## config.mk

```make
export PLATFORM = sky130hd
export DESIGN_NAME = sdram_port_arbiter
export DESIGN_NICKNAME = d
export VERILOG_FILES = /design/src/rtl/sdram_arb_pkg.sv /design/src/rtl/sdram_arb_pick.sv /design/src/rtl/sdram_port_arbiter.sv
export SDC_FILE = /design/constraint.sdc
export NUM_CORES = 1
export LEC_CHECK = 0
export BUFFER_PORTS_ARGS = -buffer_cell sky130_fd_sc_hd__buf_2
export CORE_ASPECT_RATIO = 1.5
export CORE_MARGIN = 2
export CORE_UTILIZATION = 35
export DETAILED_ROUTE_END_ITERATION = 8
export PLACE_DENSITY = 0.66
export RECOVER_POWER = 50
export SLEW_MARGIN = 20
export SYNTH_ARGS = -nofsm -noshare
export SYNTH_HDL_FRONTEND = slang
export SYNTH_SLANG_ARGS = --single-unit
```

## constraint.sdc

```tcl
create_clock -name clk -period 2.8 [get_ports clk]
set_input_delay 0.42 -clock clk [delete_from_list [all_inputs] [get_ports clk]]
set_output_delay 0.42 -clock clk [all_outputs]
set_load 0.05 [all_outputs]
```

## src/rtl/sdram_arb_pkg.sv

```systemverilog
// rtl/sdram_arb_pkg.sv - shared types and constants for the two-port SDRAM arbiter
package sdram_arb_pkg;

  localparam int DEF_HADDR_WIDTH = 24;
  localparam int DEF_DATA_WIDTH  = 16;

  localparam logic PORT0 = 1'b0;
  localparam logic PORT1 = 1'b1;

  typedef enum logic [1:0] {
    ARB_S   = 2'd0,
    ISSUE_S = 2'd1,
    RUN_S   = 2'd2,
    DONE_S  = 2'd3
  } arb_state_t;

endpackage

```

## src/rtl/sdram_arb_pick.sv

```systemverilog
// rtl/sdram_arb_pick.sv - combinational 2-way winner pick (fixed priority under SDRAM_ARB_FIXED_PRIO_EN)
module sdram_arb_pick
  import sdram_arb_pkg::*;
(
  input  logic [1:0] req,
  input  logic       last,
  output logic       valid,
  output logic       winner
);

  // Pick a winner; on a tie the port not served last wins unless fixed priority is built
  always_comb begin
    valid  = |req;
    winner = PORT0;
`ifdef SDRAM_ARB_FIXED_PRIO_EN
    winner = req[0] ? PORT0 : PORT1;
`else
    if (&req) begin
      winner = ~last;
    end else begin
      winner = req[0] ? PORT0 : PORT1;
    end
`endif
  end

endmodule

```

## src/rtl/sdram_port_arbiter.sv

```systemverilog
// rtl/sdram_port_arbiter.sv - two-port arbiter in front of sdram_controller; SDRAM_ARB_FIXED_PRIO_EN selects fixed priority
module sdram_port_arbiter
  import sdram_arb_pkg::*;
#(
  parameter int HADDR_WIDTH = DEF_HADDR_WIDTH,
  parameter int DATA_WIDTH  = DEF_DATA_WIDTH
) (
  input  logic                   clk,
  input  logic                   rst_n,
  input  logic                   p0_req,
  input  logic                   p0_we,
  input  logic [HADDR_WIDTH-1:0] p0_addr,
  input  logic [DATA_WIDTH-1:0]  p0_wdata,
  output logic                   p0_gnt,
  output logic                   p0_done,
  output logic [DATA_WIDTH-1:0]  p0_rdata,
  input  logic                   p1_req,
  input  logic                   p1_we,
  input  logic [HADDR_WIDTH-1:0] p1_addr,
  input  logic [DATA_WIDTH-1:0]  p1_wdata,
  output logic                   p1_gnt,
  output logic                   p1_done,
  output logic [DATA_WIDTH-1:0]  p1_rdata,
  output logic [HADDR_WIDTH-1:0] ctl_rd_addr,
  output logic [HADDR_WIDTH-1:0] ctl_wr_addr,
  output logic [DATA_WIDTH-1:0]  ctl_wr_data,
  output logic                   ctl_rd_enable,
  output logic                   ctl_wr_enable,
  input  logic                   ctl_busy,
  input  logic                   ctl_rd_ready,
  input  logic [DATA_WIDTH-1:0]  ctl_rd_data
);

  arb_state_t             state, state_nx;
  logic                   owner_q, we_q;
  logic [HADDR_WIDTH-1:0] addr_q;
  logic [DATA_WIDTH-1:0]  wdata_q;
  logic                   en_q, en_nx, en_aged_q;
  logic                   rd_seen_q;
  logic [1:0]             gnt_q;
  logic                   last_q;
  logic                   pick_valid, pick_winner;
  logic                   take, rd_hit;

`ifdef SDRAM_ARB_FIXED_PRIO_EN
  assign last_q = PORT1;
`else
  // Round-robin pointer: remembers which port was granted most recently
  always_ff @(posedge clk or negedge rst_n) begin
    if (!rst_n) begin
      last_q <= PORT1;
    end else if (take) begin
      last_q <= pick_winner;
    end
  end
`endif

  sdram_arb_pick u_pick (
    .req    ({p1_req, p0_req}),
    .last   (last_q),
    .valid  (pick_valid),
    .winner (pick_winner)
  );

  // First read strobe of a read transaction in RUN; anything else is ignored
  assign rd_hit = (state == RUN_S) && !we_q && !rd_seen_q && ctl_rd_ready;

  // Next-state decode; the enable is only dropped on busy after it has been up two cycles
  always_comb begin
    state_nx = state;
    en_nx    = 1'b0;
    take     = 1'b0;
    case (state)
      ARB_S: begin
        if (pick_valid) begin
          take     = 1'b1;
          state_nx = ISSUE_S;
        end
      end
      ISSUE_S: begin
        en_nx = 1'b1;
        if (en_q && en_aged_q && ctl_busy) begin
          en_nx    = 1'b0;
          state_nx = RUN_S;
        end
      end
      RUN_S: begin
        if (!ctl_busy && (we_q || rd_seen_q || ctl_rd_ready)) begin
          state_nx = DONE_S;
        end
      end
      DONE_S: begin
        state_nx = ARB_S;
      end
      default: state_nx = ARB_S;
    endcase
  end

  // State, enable and grant registers plus request capture at grant
  always_ff @(posedge clk or negedge rst_n) begin
    if (!rst_n) begin
      state     <= ARB_S;
      en_q      <= 1'b0;
      en_aged_q <= 1'b0;
      gnt_q     <= 2'b00;
      owner_q   <= PORT0;
      we_q      <= 1'b0;
      addr_q    <= '0;
      wdata_q   <= '0;
      rd_seen_q <= 1'b0;
    end else begin
      state     <= state_nx;
      en_q      <= en_nx;
      en_aged_q <= en_q && en_nx;
      gnt_q     <= take ? (pick_winner ? 2'b10 : 2'b01) : 2'b00;
      if (take) begin
        owner_q   <= pick_winner;
        we_q      <= pick_winner ? p1_we : p0_we;
        addr_q    <= pick_winner ? p1_addr : p0_addr;
        wdata_q   <= pick_winner ? p1_wdata : p0_wdata;
        rd_seen_q <= 1'b0;
      end else if (rd_hit) begin
        rd_seen_q <= 1'b1;
      end
    end
  end

  // Per-port read data, held until that port's next read returns
  always_ff @(posedge clk or negedge rst_n) begin
    if (!rst_n) begin
      p0_rdata <= '0;
      p1_rdata <= '0;
    end else if (rd_hit) begin
      if (owner_q == PORT0) begin
        p0_rdata <= ctl_rd_data;
      end else begin
        p1_rdata <= ctl_rd_data;
      end
    end
  end

  assign p0_gnt        = gnt_q[0];
  assign p1_gnt        = gnt_q[1];
  assign p0_done       = (state == DONE_S) && (owner_q == PORT0);
  assign p1_done       = (state == DONE_S) && (owner_q == PORT1);
  assign ctl_rd_enable = en_q && !we_q;
  assign ctl_wr_enable = en_q && we_q;
  assign ctl_rd_addr   = addr_q;
  assign ctl_wr_addr   = addr_q;
  assign ctl_wr_data   = wdata_q;

endmodule

```

### Word level (Yosys, flattened, before mapping)

Index checks and enable logic that the tools add are counted.

* bitwise gates (word level): 2
* reductions and logical operators: 23
* multiplexer cells: 17
* equality and inequality tests: 6

Operators by type and width (number)
* $mux W24: 1
* $mux W16: 1
* $logic_and A1 B1 Y1: 11
* $mux W2: 5
* $mux W1: 9
* $pmux W2 S4: 1
* $reduce_and A2 Y1: 3
* $eq A2 B2 Y1 const B: 2
* $ne A2 B2 Y1 const B: 2
* $logic_not A1 Y1: 3
* $reduce_and A3 Y1: 1
* $eq A2 B1 Y1 const B: 1
* $logic_not A2 Y1: 1
* $logic_or A1 B1 Y1: 2
* $ne A2 B1 Y1 const B: 1
* $not A1 Y1: 2
* $reduce_bool A2 Y1: 1
* $reduce_or A2 Y1: 1

* bits in registers: 82
* word-level logic and storage cells: 60
* input bits: 104
* output and inout port bits: 102

### Depth between registers and ports, before layout

* word-level depth: 6
* mapped depth: 7
* depth with buffers taken out: 5

### By module

From an unflattened synthesis, not the netlist that was laid out.

* cells, all modules: 317
* area total of the unflattened synthesis: 3738.6 sq um

Modules (own cells, without submodules)
* sdram_port_arbiter: seq. area each 2053.2 sq um, cells each 314, area each 3723.6 sq um, instances 1
* sdram_arb_pick: seq. area each 0.0 sq um, cells each 3, area each 15.0 sq um, instances 1

### Least setup slack after synthesis

OpenSTA, ideal clock, no wires.

* path type: reg-to-reg
* from: register state[0]
* to: register p1_rdata[10]
* stages on the path, launching flop included: 8
* library setup time: 125 ps
* path buffers: 2
* clock period less this slack: 1971 ps
* slack: 829 ps
* arrival time: 1845 ps
* required time: 2675 ps
* path through: dfrtp_1 inv_1 ha_1 inv_2 or4b_4 buf_6 buf_12 mux2_4

* longest elaborated chain between the ends: 5

Ends and longest elaborated chain
* start: declaration: RTL line sdram_port_arbiter.sv:34 `arb_state_t state, state_nx;`
* start signal: assignment: RTL line sdram_port_arbiter.sv:112 `state <= state_nx;`
* $eq A2 B2 Y1: RTL line sdram_port_arbiter.sv:66 `assign rd_hit = (state == RUN_S) && !we_q && !rd_seen_q && ctl_rd_ready;`
* $logic_and A1 B1 Y1 (3 in series): RTL line sdram_port_arbiter.sv:66
* $reduce_and A2 Y1 (no source line)
* end signal: assignment: RTL line sdram_port_arbiter.sv:137 `p1_rdata <= ctl_rd_data;`
* end: declaration: RTL line sdram_port_arbiter.sv:23 `output logic [DATA_WIDTH-1:0] p1_rdata,`

Every way passes these cells.
A chain may end at the register's enable or synchronous reset.

### Worst setup path in the final report

* from: register state[0]
* to: register p1_rdata[9]

The elaborated chain is that of the path after synthesis.

==> impl_table.tex <==
\begin{tabular}{lr}
\hline
Metric & Value \\
\hline
\multicolumn{2}{l}{\textbf{Outcome}} \\
Status & finished, violations left \\
Violated checks & capacitance limit, slew limit \\
\multicolumn{2}{l}{\textbf{Clock tree}} \\
Cells resized by post-CTS repair & 0 \\
H-Tree Level Count & 3 \\
Post-CTS clock slew at the launch and capture registers of the worst setup and hold paths & 0.06 ns \\
Clock latency at the later pin of the worst-skew pair & 0.33 ns \\
Hold bufs inserted after CTS & 0 \\
CTS root buffer & sky130\_fd\_sc\_hd\_\_clkbuf\_16 \\
\# Post-CTS Setup Buffers & 0 \\
CTS tree & built \\
Maximum buffer depth of the clock tree & 2 \\
Number of sinks handled by clock tree synthesis & 82 \\
CTS Buf Count & 9 \\
\multicolumn{2}{l}{\textbf{Routing}} \\
Drt total wl & around 9100 µm \\
Via-to-Cell Ratio & just under 5 \\
Post-detailed-route count of antenna-violating nets & 0 \\
Post-detailed-route wirelength per cell & roughly 15 µm \\
First-pass iteration count of the detailed router & 4 \\
Initial DRC Count & just over 80 \\
Via count & 2,895 \\
Residual DRC count & 0 \\
\multicolumn{2}{l}{\textbf{Layout}} \\
Area Overhead vs Synth & 33.3\% \\
Number of inserted filler cells in the final layout & 945 \\
Final Net Count & 563 \\
Antenna diodes & 0 \\
Share of layout cells above drive strength 1 & 47.0\% \\
\multicolumn{2}{l}{\textbf{Yosys}} \\
YS warnings & 0 \\
Dominant cell type by area after synthesis & sky130\_fd\_sc\_hd\_\_dfrtp\_1 \\
Largest cells by area after synthesis & sky130\_fd\_sc\_hd\_\_dfrtp\_1 (55\%), sky130\_fd\_sc\_hd\_\_a221o\_1 (11\%), sky130\_fd\_sc\_hd\_\_and2\_1 (6.8\%), sky130\_fd\_sc\_hd\_\_mux2\_2 (6.8\%), sky130\_fd\_sc\_hd\_\_buf\_4 (4.9\%) \\
Most used flip-flop cell after synthesis & sky130\_fd\_sc\_hd\_\_dfrtp\_1 \\
Number of enable-type register cells in the synthesized netlist & 0 \\
Number of register bits inferred by synthesis & 82 \\
Compound-cell area share of the yosys netlist & 13.7\% \\
Post-Synthesis Cells & 274 \\
Proportion of synthesized chip area in sequential cells & 56.0\% \\
Post-synthesis share of cell area spent on full adders, half adders and majority gates & between 1 and 1.5\% \\
Yosys top cell area share & 55.3\% \\
Most frequent cells after synthesis & sky130\_fd\_sc\_hd\_\_dfrtp\_1 (81), sky130\_fd\_sc\_hd\_\_a221o\_1 (41), sky130\_fd\_sc\_hd\_\_and2\_1 (40) \\
Number of nets produced by synthesis & 382 \\
Post-synthesis instance area & between 0.003 and 0.004 mm² \\
Post-synthesis average cell area & 13.4 µm² \\
Xor-xnor portion of the synthesized cell area & 0\% \\
Largest family of logic cells by synthesized area & compound AO/OA/AOI/OAI gates \\
Multiplexer share of the synthesized area & 10.9\% \\
Yosys cell types & 32 \\
Post-synth ARST share & 100\% \\
Simple-gate portion of the synthesized area & 10.6\% \\
Most used standard cell by instance count after synthesis & sky130\_fd\_sc\_hd\_\_dfrtp\_1 \\
\multicolumn{2}{l}{\textbf{STA}} \\
Time the worst path needs with I/O delays and setup & 2.01 ns \\
Final worst clock skew & 0.00453 ns \\
Fin. max-slew vios & 83 \\
Final period util & between 70\% and 80\% \\
Headroom to the max-slew limit & -31.0\% \\
Upper clock frequency limit & between 400 and 500 MHz \\
Sum of negative setup slack & 0 ns \\
RSZ-0062 raised after global routing & no \\
Transition at the pin with the smallest max-transition slack & slightly below 2 ns \\
Number of endpoints failing setup at the final stage & 0 \\
Final Hold Fails & 0 \\
\multicolumn{2}{l}{\textbf{Floorplan}} \\
Total core area & 0.0102 mm² \\
Vertical die dimension & 129 µm \\
Width of the die & just under 90 µm \\
Starting utilization of the core area & 36.0\% \\
Number of rows created at floorplan & 45 \\
Die Outline Area & 0.0113 mm² \\
Count of boundary I/O pins & 206 \\
\multicolumn{2}{l}{\textbf{Global route}} \\
Number of antenna violations at the first check in global routing & 0 \\
GRT Util Overall & 16.3\% \\
Maximum number of pins on one net before global-route repair & 83 \\
Vias in the first global route & 2,853 \\
Wire length of the first global-routing pass & 13,900 µm \\
GRT overflow & 0 \\
\multicolumn{2}{l}{\textbf{Critical path}} \\
Cells traversed along the worst timing path & inv\_1 -> ha\_1 -> inv\_2 -> or4b\_4 -> mux2\_4 \\
Delay of the slowest cell on the worst path & 0.70 ns \\
Required time at the worst-slack endpoint & about 3.0 ns \\
Worst setup SP type & flop \\
Crit-path slowest cell & sky130\_fd\_sc\_hd\_\_or4b\_4 \\
Type of destination of the critical path & flop \\
Worst EP arrival & 2.22 ns \\
Crit Path Class & flop to flop \\
Largest fanout on the critical path & 16 \\
\multicolumn{2}{l}{\textbf{Place}} \\
Number of buffer cells added on primary ports & 205 \\
Routability congestion estimate from global placement & 0.802 \\
Post-DP HPWL & approximately 6700 µm \\
\multicolumn{2}{l}{\textbf{Hold path}} \\
Worst hold path type & input pin to flop \\
\multicolumn{2}{l}{\textbf{Job}} \\
Max-cap check violation count & 1 \\
\hline
\end{tabular}
==> layout by cell type (no fill, tap or decap), types with 4 or more instances in the layout <==
master / netlist / layout
sky130_fd_sc_hd__and2_0: 5 / 6
sky130_fd_sc_hd__clkbuf_1: 12 / 50
sky130_fd_sc_hd__mux2_4: 10 / 10
sky130_fd_sc_hd__and2_1: 40 / 39
sky130_fd_sc_hd__dfrtp_1: 81 / 81
sky130_fd_sc_hd__ha_1: 4 / 4
sky130_fd_sc_hd__buf_2: 1 / 155
sky130_fd_sc_hd__mux2_2: 22 / 22
sky130_fd_sc_hd__a221o_1: 41 / 41
sky130_fd_sc_hd__clkbuf_16: 0 / 9
==> layer usage <==
layer | routed length (µm) | vias to the layer above | GRT usage (%)
li1 | - | 1340 | -
met1 | 3710 | 1362 | 19.1
met2 | 4500 | 182 | 27.9
met3 | 735 | 11 | 3.31
met4 | 182 | 0 | 7.87
met5 | 0 | - | 0
==> metrics by stage <==
stage	worst slack [ns]	area (µm²)	utilization, %	std cells	hold WS (ns)
3_5_place_dp	0.796	4680	45.9	585	0.487
4_1_cts	0.788	4950	48.6	601	0.299
6_report	0.787	4890	48.0	601	0.315
2_1_floorplan	0.829	3670	-	274	0.124
5_1_grt	0.538	4890	48.0	601	0.306
3_3_place_gp	0.858	4680	45.9	585	0.484
==> registers in the layout, summed over array words and instances, names as in the netlist, 2 cells and up <==
register	cells
ctl_rd_addr	24
ctl_wr_data	16
p0_rdata	16
p1_rdata	16
gnt_q	2
state	2
==> kinds of logic after synthesis <==
group	Yosys count
DFF	82
and+or+nand+nor	59
adders and majority gates	4
muxes	32
buffers and inverters	43
AOI/OAI and AO/OA	54
==> layout make-up <==
class	instances	area (µm²)	area share, %
Clock inverter	5	30.0	0.614
Timing Repair Buffer	209	1010	20.6
Clock buffer	11	243	4.97
Multi-Input combinational cell	149	1360	27.9
Inverter	4	15.0	0.307
Tap cell	141	176	3.61
Sequential cell	82	2050	42.0
==> path summary, 6_finish.rpt <==
path                                              end  cells after the start                     from  slack, ns
hold reg to reg               p1_rdata[7]$_DFFE_PN0P_                      1  p1_rdata[7]$_DFFE_PN0P_       0.51
hold / removal             ctl_rd_addr[0]$_DFFE_PN0P_                      2               p1_addr[0]       0.32
max in group asynchronous  ctl_rd_addr[9]$_DFFE_PN0P_                      1                    rst_n       1.01
setup reg to reg              p1_rdata[9]$_DFFE_PN0P_                      5     state[0]$_DFFE_PN0P_       0.79
min in group asynchronous    p1_rdata[14]$_DFFE_PN0P_                      1                    rst_n       0.65
setup / recovery              p1_rdata[9]$_DFFE_PN0P_                      5     state[0]$_DFFE_PN0P_       0.79
==> worst max-delay path, delay by kind of cell, from the launching register on <==
kind          cells  cell delay [ns]
fa+ha+maj         1             0.23
flops             1             0.41
buf+inv           2             0.19
simple gates      1             0.70
mux               1             0.35
Power is left out: the tool's default activity adds up to more than one toggle a clock period on the data nets, which glitch-free logic cannot reach.
